<file path="config.mk">
export PLATFORM = sky130hd
export DESIGN_NAME = flit_inject_stage
export DESIGN_NICKNAME = d
export VERILOG_FILES = /design/src/rtl/flit_inject_stage_pkg.sv /design/src/rtl/flit_inject_stage_age_inc.sv /design/src/rtl/flit_inject_stage.sv
export SDC_FILE = /design/constraint.sdc
export NUM_CORES = 1
export LEC_CHECK = 0
export CORE_ASPECT_RATIO = 0.9
export CORE_MARGIN = 2
export CORE_UTILIZATION = 40
export DETAILED_ROUTE_END_ITERATION = 12
export GPL_TIMING_DRIVEN = 0
export PLACE_DENSITY = 0.85
export SYNTH_ARGS = -nofsm -noshare
export SYNTH_HDL_FRONTEND = slang
export SYNTH_SLANG_ARGS = --single-unit
</file>
<file path="constraint.sdc">
create_clock -name clk -period 8.1 [get_ports clk]
set_clock_uncertainty 0.15 [all_clocks]
set_input_delay 1.62 -clock clk [delete_from_list [all_inputs] [get_ports clk]]
set_output_delay 1.62 -clock clk [all_outputs]
set_load 0.05 [all_outputs]
</file>
<file path="src/rtl/flit_inject_stage_pkg.sv">
// ----------------------------------------------------------------------------
// flit_inject_stage_pkg
// Shared constants for the deflection-router injection stage.
//   WIDTH_INTERNAL_PV : width of one internal flit word
//   POS_TIME_MSB/LSB  : location of the hop-age field inside a flit
//   WIDTH_TIME        : width of the age field, derived from POS_TIME
//   NUM_SLOTS         : number of link slots feeding the permutation network
// Helper set_time() overwrites the age field of a flit.
// ----------------------------------------------------------------------------
package flit_inject_stage_pkg;

  localparam int WIDTH_INTERNAL_PV = 24;
  localparam int POS_TIME_LSB      = 8;
  localparam int POS_TIME_MSB      = 11;
  localparam int WIDTH_TIME        = POS_TIME_MSB - POS_TIME_LSB + 1;
  localparam int NUM_SLOTS         = 4;

  localparam logic [WIDTH_TIME-1:0] TIME_MAX = '1;
  // Injected flits start at age 1 so they are the youngest valid flit.
  localparam logic [WIDTH_TIME-1:0] TIME_INJ = WIDTH_TIME'(1);

  function automatic logic [WIDTH_INTERNAL_PV-1:0] set_time(
    input logic [WIDTH_INTERNAL_PV-1:0] flit,
    input logic [WIDTH_TIME-1:0]        t
  );
    logic [WIDTH_INTERNAL_PV-1:0] r;
    r = flit;
    r[POS_TIME_MSB:POS_TIME_LSB] = t;
    return r;
  endfunction

endpackage

</file>
<file path="src/rtl/flit_inject_stage_age_inc.sv">
// ----------------------------------------------------------------------------
// age_inc
// Combinational saturating increment of the hop-age field of one flit.
//   flit_i : incoming flit
//   flit_o : same flit with age+1, held at all-ones once saturated
// ----------------------------------------------------------------------------
module age_inc
  import flit_inject_stage_pkg::*;
(
  input  logic [WIDTH_INTERNAL_PV-1:0] flit_i,
  output logic [WIDTH_INTERNAL_PV-1:0] flit_o
);

  logic [WIDTH_TIME-1:0] time_cur;
  logic [WIDTH_TIME-1:0] time_inc;

  assign time_cur = flit_i[POS_TIME_MSB:POS_TIME_LSB];
  assign time_inc = (time_cur == TIME_MAX) ? time_cur : time_cur + WIDTH_TIME'(1);
  assign flit_o   = set_time(flit_i, time_inc);

endmodule

</file>
<file path="src/rtl/flit_inject_stage.sv">
// ----------------------------------------------------------------------------
// flit_inject_stage
// Registered stage in front of the permutation network: captures four link
// flits (aging each by one hop) and merges one local flit into the
// lowest-index empty slot.
//   clk, reset         : clock, asynchronous active-high reset
//   din0..3, vin0..3   : link flits and valids
//   inj_flit/inj_valid : local injection offer
//   inj_ready          : combinational, high when any link slot is empty
//   dout0..3, vout0..3 : registered slots to the permutation network
//   starve             : registered starvation flag
// Build option: define INJ_STARVE_EN to build the starvation counter; when
// undefined, starve is tied low and STARVE_LIMIT has no effect.
// ----------------------------------------------------------------------------
module flit_inject_stage
  import flit_inject_stage_pkg::*;
#(
  parameter int STARVE_LIMIT = 16
) (
  input  logic                         clk,
  input  logic                         reset,
  input  logic [WIDTH_INTERNAL_PV-1:0] din0,
  input  logic [WIDTH_INTERNAL_PV-1:0] din1,
  input  logic [WIDTH_INTERNAL_PV-1:0] din2,
  input  logic [WIDTH_INTERNAL_PV-1:0] din3,
  input  logic                         vin0,
  input  logic                         vin1,
  input  logic                         vin2,
  input  logic                         vin3,
  input  logic [WIDTH_INTERNAL_PV-1:0] inj_flit,
  input  logic                         inj_valid,
  output logic                         inj_ready,
  output logic [WIDTH_INTERNAL_PV-1:0] dout0,
  output logic [WIDTH_INTERNAL_PV-1:0] dout1,
  output logic [WIDTH_INTERNAL_PV-1:0] dout2,
  output logic [WIDTH_INTERNAL_PV-1:0] dout3,
  output logic                         vout0,
  output logic                         vout1,
  output logic                         vout2,
  output logic                         vout3,
  output logic                         starve
);

  logic [WIDTH_INTERNAL_PV-1:0] din_a  [NUM_SLOTS];
  logic [WIDTH_INTERNAL_PV-1:0] aged_a [NUM_SLOTS];
  logic [WIDTH_INTERNAL_PV-1:0] slot_d [NUM_SLOTS];
  logic [WIDTH_INTERNAL_PV-1:0] slot_q [NUM_SLOTS];
  logic [NUM_SLOTS-1:0]         vin_v;
  logic [NUM_SLOTS-1:0]         valid_d;
  logic [NUM_SLOTS-1:0]         valid_q;
  logic [1:0]                   free_idx;
  logic                         inj_fire;
  logic [WIDTH_INTERNAL_PV-1:0] inj_aged;

  assign din_a[0] = din0;
  assign din_a[1] = din1;
  assign din_a[2] = din2;
  assign din_a[3] = din3;
  assign vin_v    = {vin3, vin2, vin1, vin0};

  assign inj_ready = ~&vin_v;
  assign inj_fire  = inj_valid & inj_ready;
  assign inj_aged  = set_time(inj_flit, TIME_INJ);

  // Lowest-index empty slot; descending scan so the last hit wins.
  always_comb begin
    free_idx = 2'd0;
    for (int i = NUM_SLOTS - 1; i >= 0; i--) begin
      if (!vin_v[i]) free_idx = 2'(i);
    end
  end

  genvar gi;
  generate
    for (gi = 0; gi < NUM_SLOTS; gi++) begin : g_slot
      logic take_inj;

      age_inc u_age_inc (
        .flit_i (din_a[gi]),
        .flit_o (aged_a[gi])
      );

      assign take_inj = inj_fire && (free_idx == 2'(gi));

      always_comb begin
        slot_d[gi]  = '0;
        valid_d[gi] = 1'b0;
        if (vin_v[gi]) begin
          slot_d[gi]  = aged_a[gi];
          valid_d[gi] = 1'b1;
        end else if (take_inj) begin
          slot_d[gi]  = inj_aged;
          valid_d[gi] = 1'b1;
        end
      end

      always_ff @(posedge clk or posedge reset) begin
        if (reset) begin
          slot_q[gi]  <= '0;
          valid_q[gi] <= 1'b0;
        end else begin
          slot_q[gi]  <= slot_d[gi];
          valid_q[gi] <= valid_d[gi];
        end
      end
    end
  endgenerate

  assign dout0 = slot_q[0];
  assign dout1 = slot_q[1];
  assign dout2 = slot_q[2];
  assign dout3 = slot_q[3];
  assign vout0 = valid_q[0];
  assign vout1 = valid_q[1];
  assign vout2 = valid_q[2];
  assign vout3 = valid_q[3];

`ifdef INJ_STARVE_EN
  localparam logic [7:0] STARVE_LIM = 8'(STARVE_LIMIT);

  logic [7:0] starve_cnt_q;
  logic [7:0] starve_cnt_d;
  logic       starve_q;

  // Counts consecutive blocked offers; any idle or successful cycle clears it.
  always_comb begin
    starve_cnt_d = '0;
    if (inj_valid && !inj_ready) begin
      starve_cnt_d = (starve_cnt_q == STARVE_LIM) ? starve_cnt_q
                                                  : starve_cnt_q + 8'd1;
    end
  end

  always_ff @(posedge clk or posedge reset) begin
    if (reset) begin
      starve_cnt_q <= '0;
      starve_q     <= 1'b0;
    end else begin
      starve_cnt_q <= starve_cnt_d;
      starve_q     <= (starve_cnt_d == STARVE_LIM);
    end
  end

  assign starve = starve_q;
`else
  assign starve = 1'b0;
`endif

endmodule

</file>
=== After elaboration in Yosys (flattened, before gate mapping) ===
Index checks and enable logic that the tools add are counted.

* Register bits: 100
* Input port bits: 127
* Output and inout port bits: 102
* Word-level logic and storage cells: 51

* Add/sub/neg operators: 4
* Equal/unequal tests: 7
* Multiplexer cells: 24
* Bitwise logic cells: 1
* Reductions and logical operators: 7

{| class="wikitable"
|+ Operators with widths
! operator !! count
|-
| 24-bit two-way mux || 8
|-
| 4-bit by 1-bit adder with 4-bit output, second input constant || 4
|-
| 4-bit equality test, second input constant || 4
|-
| 4-bit two-way mux || 4
|-
| 1-bit two-way mux || 8
|-
| 2-bit two-way mux || 4
|-
| 2-bit equality test, second input constant || 2
|-
| 1-bit logical AND || 4
|-
| 4-bit AND reduction || 1
|-
| 2-bit by 1-bit equality test with 1-bit output, second input constant || 1
|-
| 2-bit zero test || 1
|-
| 1-bit AND || 1
|-
| 1-bit zero test || 1
|}

=== Longest topological paths before layout ===
* Depth in word-level cells: 8
* Depth in mapped cells: 5
* Depth with buffers taken out: 4

=== By module ===
Synthesis repeated with hierarchy kept, for this count alone.

* Cell total of the unflattened synthesis: 351
* Area, all modules: 4509.3 um^2

{| class="wikitable"
|+ By module, submodules not included
! module !! times used !! cells each !! area each (um^2) !! sequential area each (um^2)
|-
| flit_inject_stage || 1 || 231 || 3578.4 || 2502.4
|-
| age_inc || 4 || 30 || 232.7 || 0.0
|}

=== Worst setup path before layout ===
Ideal clock, no wire load.

* Kind: in2out
* Start point: input vin0
* End point: output inj_ready
* Arrival time: 2.543 ns
* Required time: 6.330 ns
* Slack: 3.787 ns
* Stages: 3
* Buffers on the path: 2
* Path through: buf_4 clkbuf_1 nand4_1

* Longest elaborated chain between the ends: 2

{| class="wikitable"
|+ RTL lines
! item !! RTL line !! text
|-
| from (decl) || flit_inject_stage.sv:26 || <nowiki>input logic vin0,</nowiki>
|-
| 4-bit AND reduction || flit_inject_stage.sv:61 || <nowiki>assign inj_ready = ~&vin_v;</nowiki>
|-
| 1-bit zero test || flit_inject_stage.sv:61 ||
|-
| to (decl) || flit_inject_stage.sv:32 || <nowiki>output logic inj_ready,</nowiki>
|}

No other way between the ends.

=== Worst setup path in the final report ===
Same ends and word-level chain as after synthesis.

==> impl_metrics.py <==
metrics = {
    "cts": {
        "cts_buffers": 9,
        "cts_max_level": 3,
        "cts.sinks": 100,
        "clk_path_buf_depth": 2,
        "clkTransAtPathRegs_ns": 0.09,
        "cts_setup_buffers": 0,
        "root_buffer": "clkbuf_8",
        "post_cts_resized": 0,
        "cts_tree": "built",
        "postCtsHoldBufs": 0,
    },
    "floorplanning": {
        "rows": 33,
        "die_h_um": 96.7,
        "initial_core_util": 0.414,
        "dieArea_um2": 10300,
        "num_io_pins": 229,
        "core_um2": 9210,
        "die_x_um": 107,
    },
    "logic_synthesis": {
        "synth_area_leaders": "dfrtp_1 66%, a22o_1 14%, nand2_1 4.2%",
        "synthAdderAreaFrac": 0.0131,
        "yosysWarnings": 0,
        "async_flop_share": 1.00,
        "synthSimpleGateAreaFrac": 0.0748,
        "yosysUniqueCellTypes": 25,
        "ys.flop_type": "dfrtp_1",
        "syn_nets": 438,
        "avgSynthCellArea_um2": 12.4,
        "yosys.area.top_type": "dfrtp_1",
        "synth_seq_cells": 100,
        "synth_top_area_share": 0.656,
        "ys_seq_area_frac": 0.656,
        "synth-edff-count": 0,
        "synth_xor_area_frac": 0.00918,
        "synth_compound_area_frac": 0.191,
        "muxShareOfSynthArea": 0.0134,
        "synth_top_family_by_area": "compound AO/OA/AOI/OAI gates",
        "netlist_area_um2": 3820,
        "syn_inst": 307,
    },
    "detailed_routing": {
        "via_count": 3390,
        "finalWirelength_mm": 12.4,
        "drc": 0,
        "first_pass_iters": 4,
        "post_drt_wl_per_cell_um": 18.7,
        "viasPerCell": 5.10,
        "drtAntennaViolNets": 0,
        "drt_iter0_drc": 133,
    },
    "finish": {
        "nNetsFinal": 669,
        "final_common_cell": "clkdlybuf4s50_1",
        "diodes": 0,
        "area_delta_synth_final_pct": 68.1,
        "final_core_util": 0.697,
        "fillers": 670,
        "drive_gt1_frac": 0.0663,
        "final_cell_mix": "219 x clkdlybuf4s50_1, 100 x dfrtp_1, 60 x a22o_1, 43 x nand2_1, 25 x o21ai_0",
        "fin_cells": 665,
    },
    "placed_design": {
        "portBuffers": 219,
        "dp_slack_ns": 3.29,
        "place_congestion": 0.876,
        "dp_cells": 649,
        "place_hpwl_mm": 9.70,
    },
    "setup_path": {
        "worstPathArrival_ns": 3.03,
        "crit_start": "vin0",
        "worst_setup_path_start_kind": "input port",
        "worst-setup-path-type": "in2out",
        "crit_path_end_kind": "output port",
        "worstPathRequired_ns": 6.33,
        "path_max_fanout": 10,
    },
    "timing": {
        "hold_violations": 0,
        "fmaxAchievable_mhz": 208,
        "slew_headroom": 0.635,
        "grt_setup_unrepaired": "false",
        "tns_ns": 0,
        "min_period_ns": 4.80,
        "setup_ws_ns": 3.30,
        "finalSetupViolCount": 0,
        "period_share": 0.592,
        "slew_viol_final": 0,
        "worstMarginPinSlew_ns": 0.545,
    },
    "global_routing": {
        "grt.total_usage": 0.245,
        "antenna_found_initial": 0,
        "grt_pass1_vias": 3602,
        "grt_pass1_wl_mm": 19.3,
        "grt.overflow.total": 0,
        "grt_max_degree": 71,
    },
    "power": {
        "power_density_nw_per_um2": 191,
        "ir_worst_vdd_v": 0.0000952,
        "leakage_nw": 2.84,
    },
    "hold_path": {
        "hp-class": "in2reg",
        "hold_start": "vin0",
    },
    "status": {
        "status": "finished, final reports clean",
    },
    "job": {
        "maxCapViolCount": 0,
    },
}
==> synth_stat cells (5+ instances only) <==
master      n
a22o_1     60
nand2_1    43
inv_1       9
nand3_1     8
o21ai_0    25
dfrtp_1   100
nor2_1      5
buf_2       8
clkbuf_1    9
==> through the flow <==
stage	area [µm²]	hold slack, ns	power, mW
finish	6410	1.40	1.23
CTS	6410	1.37	1.24
global placement	6160	1.75	0.874
floorplan	3820	1.57	0.727
detailed placement	6190	1.76	0.883
global route	6410	1.41	1.28
==> cells by family (layout without fill, tap and decap cells) <==
family | Yosys count | after routing
DFF | 100 | 100
AOI/OAI and AO/OA | 96 | 96
and+or+nand+nor | 65 | 65
buffers and inverters | 32 | 268
muxes | 5 | 5
adders and majority gates | 4 | 4
xor gates and xnor gates | 4 | 4
other | 1 | 1
==> routing by layer <==
metal | GRT usage | share of wire
met2 | 0.413 | 0.51
met5 | 0 | 0
met1 | 0.305 | 0.40
met4 | 0.101 | 0.027
met3 | 0.0526 | 0.066
==> final cells by class <==
type | instances | area (µm²) | share of cell area
tap | 122 | 153 | 0.0238
inverter | 9 | 36.3 | 0.00566
multi-input combinational | 175 | 1150 | 0.180
clock inverter | 5 | 82.6 | 0.0129
timing repair buffer | 220 | 2220 | 0.346
buffer | 23 | 126 | 0.0197
sequential | 100 | 2500 | 0.390
clock buffer | 11 | 141 | 0.0220
==> worst max-delay path, cell delays in order <==
cell and delay [ns]:
buf_4 0.14, clkbuf_1 0.38, nand4_1 0.15, clkdlybuf4s50_1 0.73
==> final timing paths <==
check,endpoint,slack [ns],cells past startpoint
worst max-delay path,inj_ready,3.30,4
worst min-delay path,dout0[23],1.40,2
max in group asynchronous,dout0[21],5.64,3
min in group asynchronous,dout3[5],1.48,2
==> registers in the layout, summed over array words and instances (netlist names) <==
name   flops
dout2     24
vout3      1
dout3     24
dout0     24
vout1      1
vout0      1
dout1     24
vout2      1
==> power breakdown <==
part           leakage, nW  switching [mW]  internal [mW]
combinational         1.47           0.198          0.134
clock                0.114           0.171          0.185
sequential            1.26         0.00931          0.531
total                 2.84           0.379          0.849
Power figures use the tool's default switching activity.
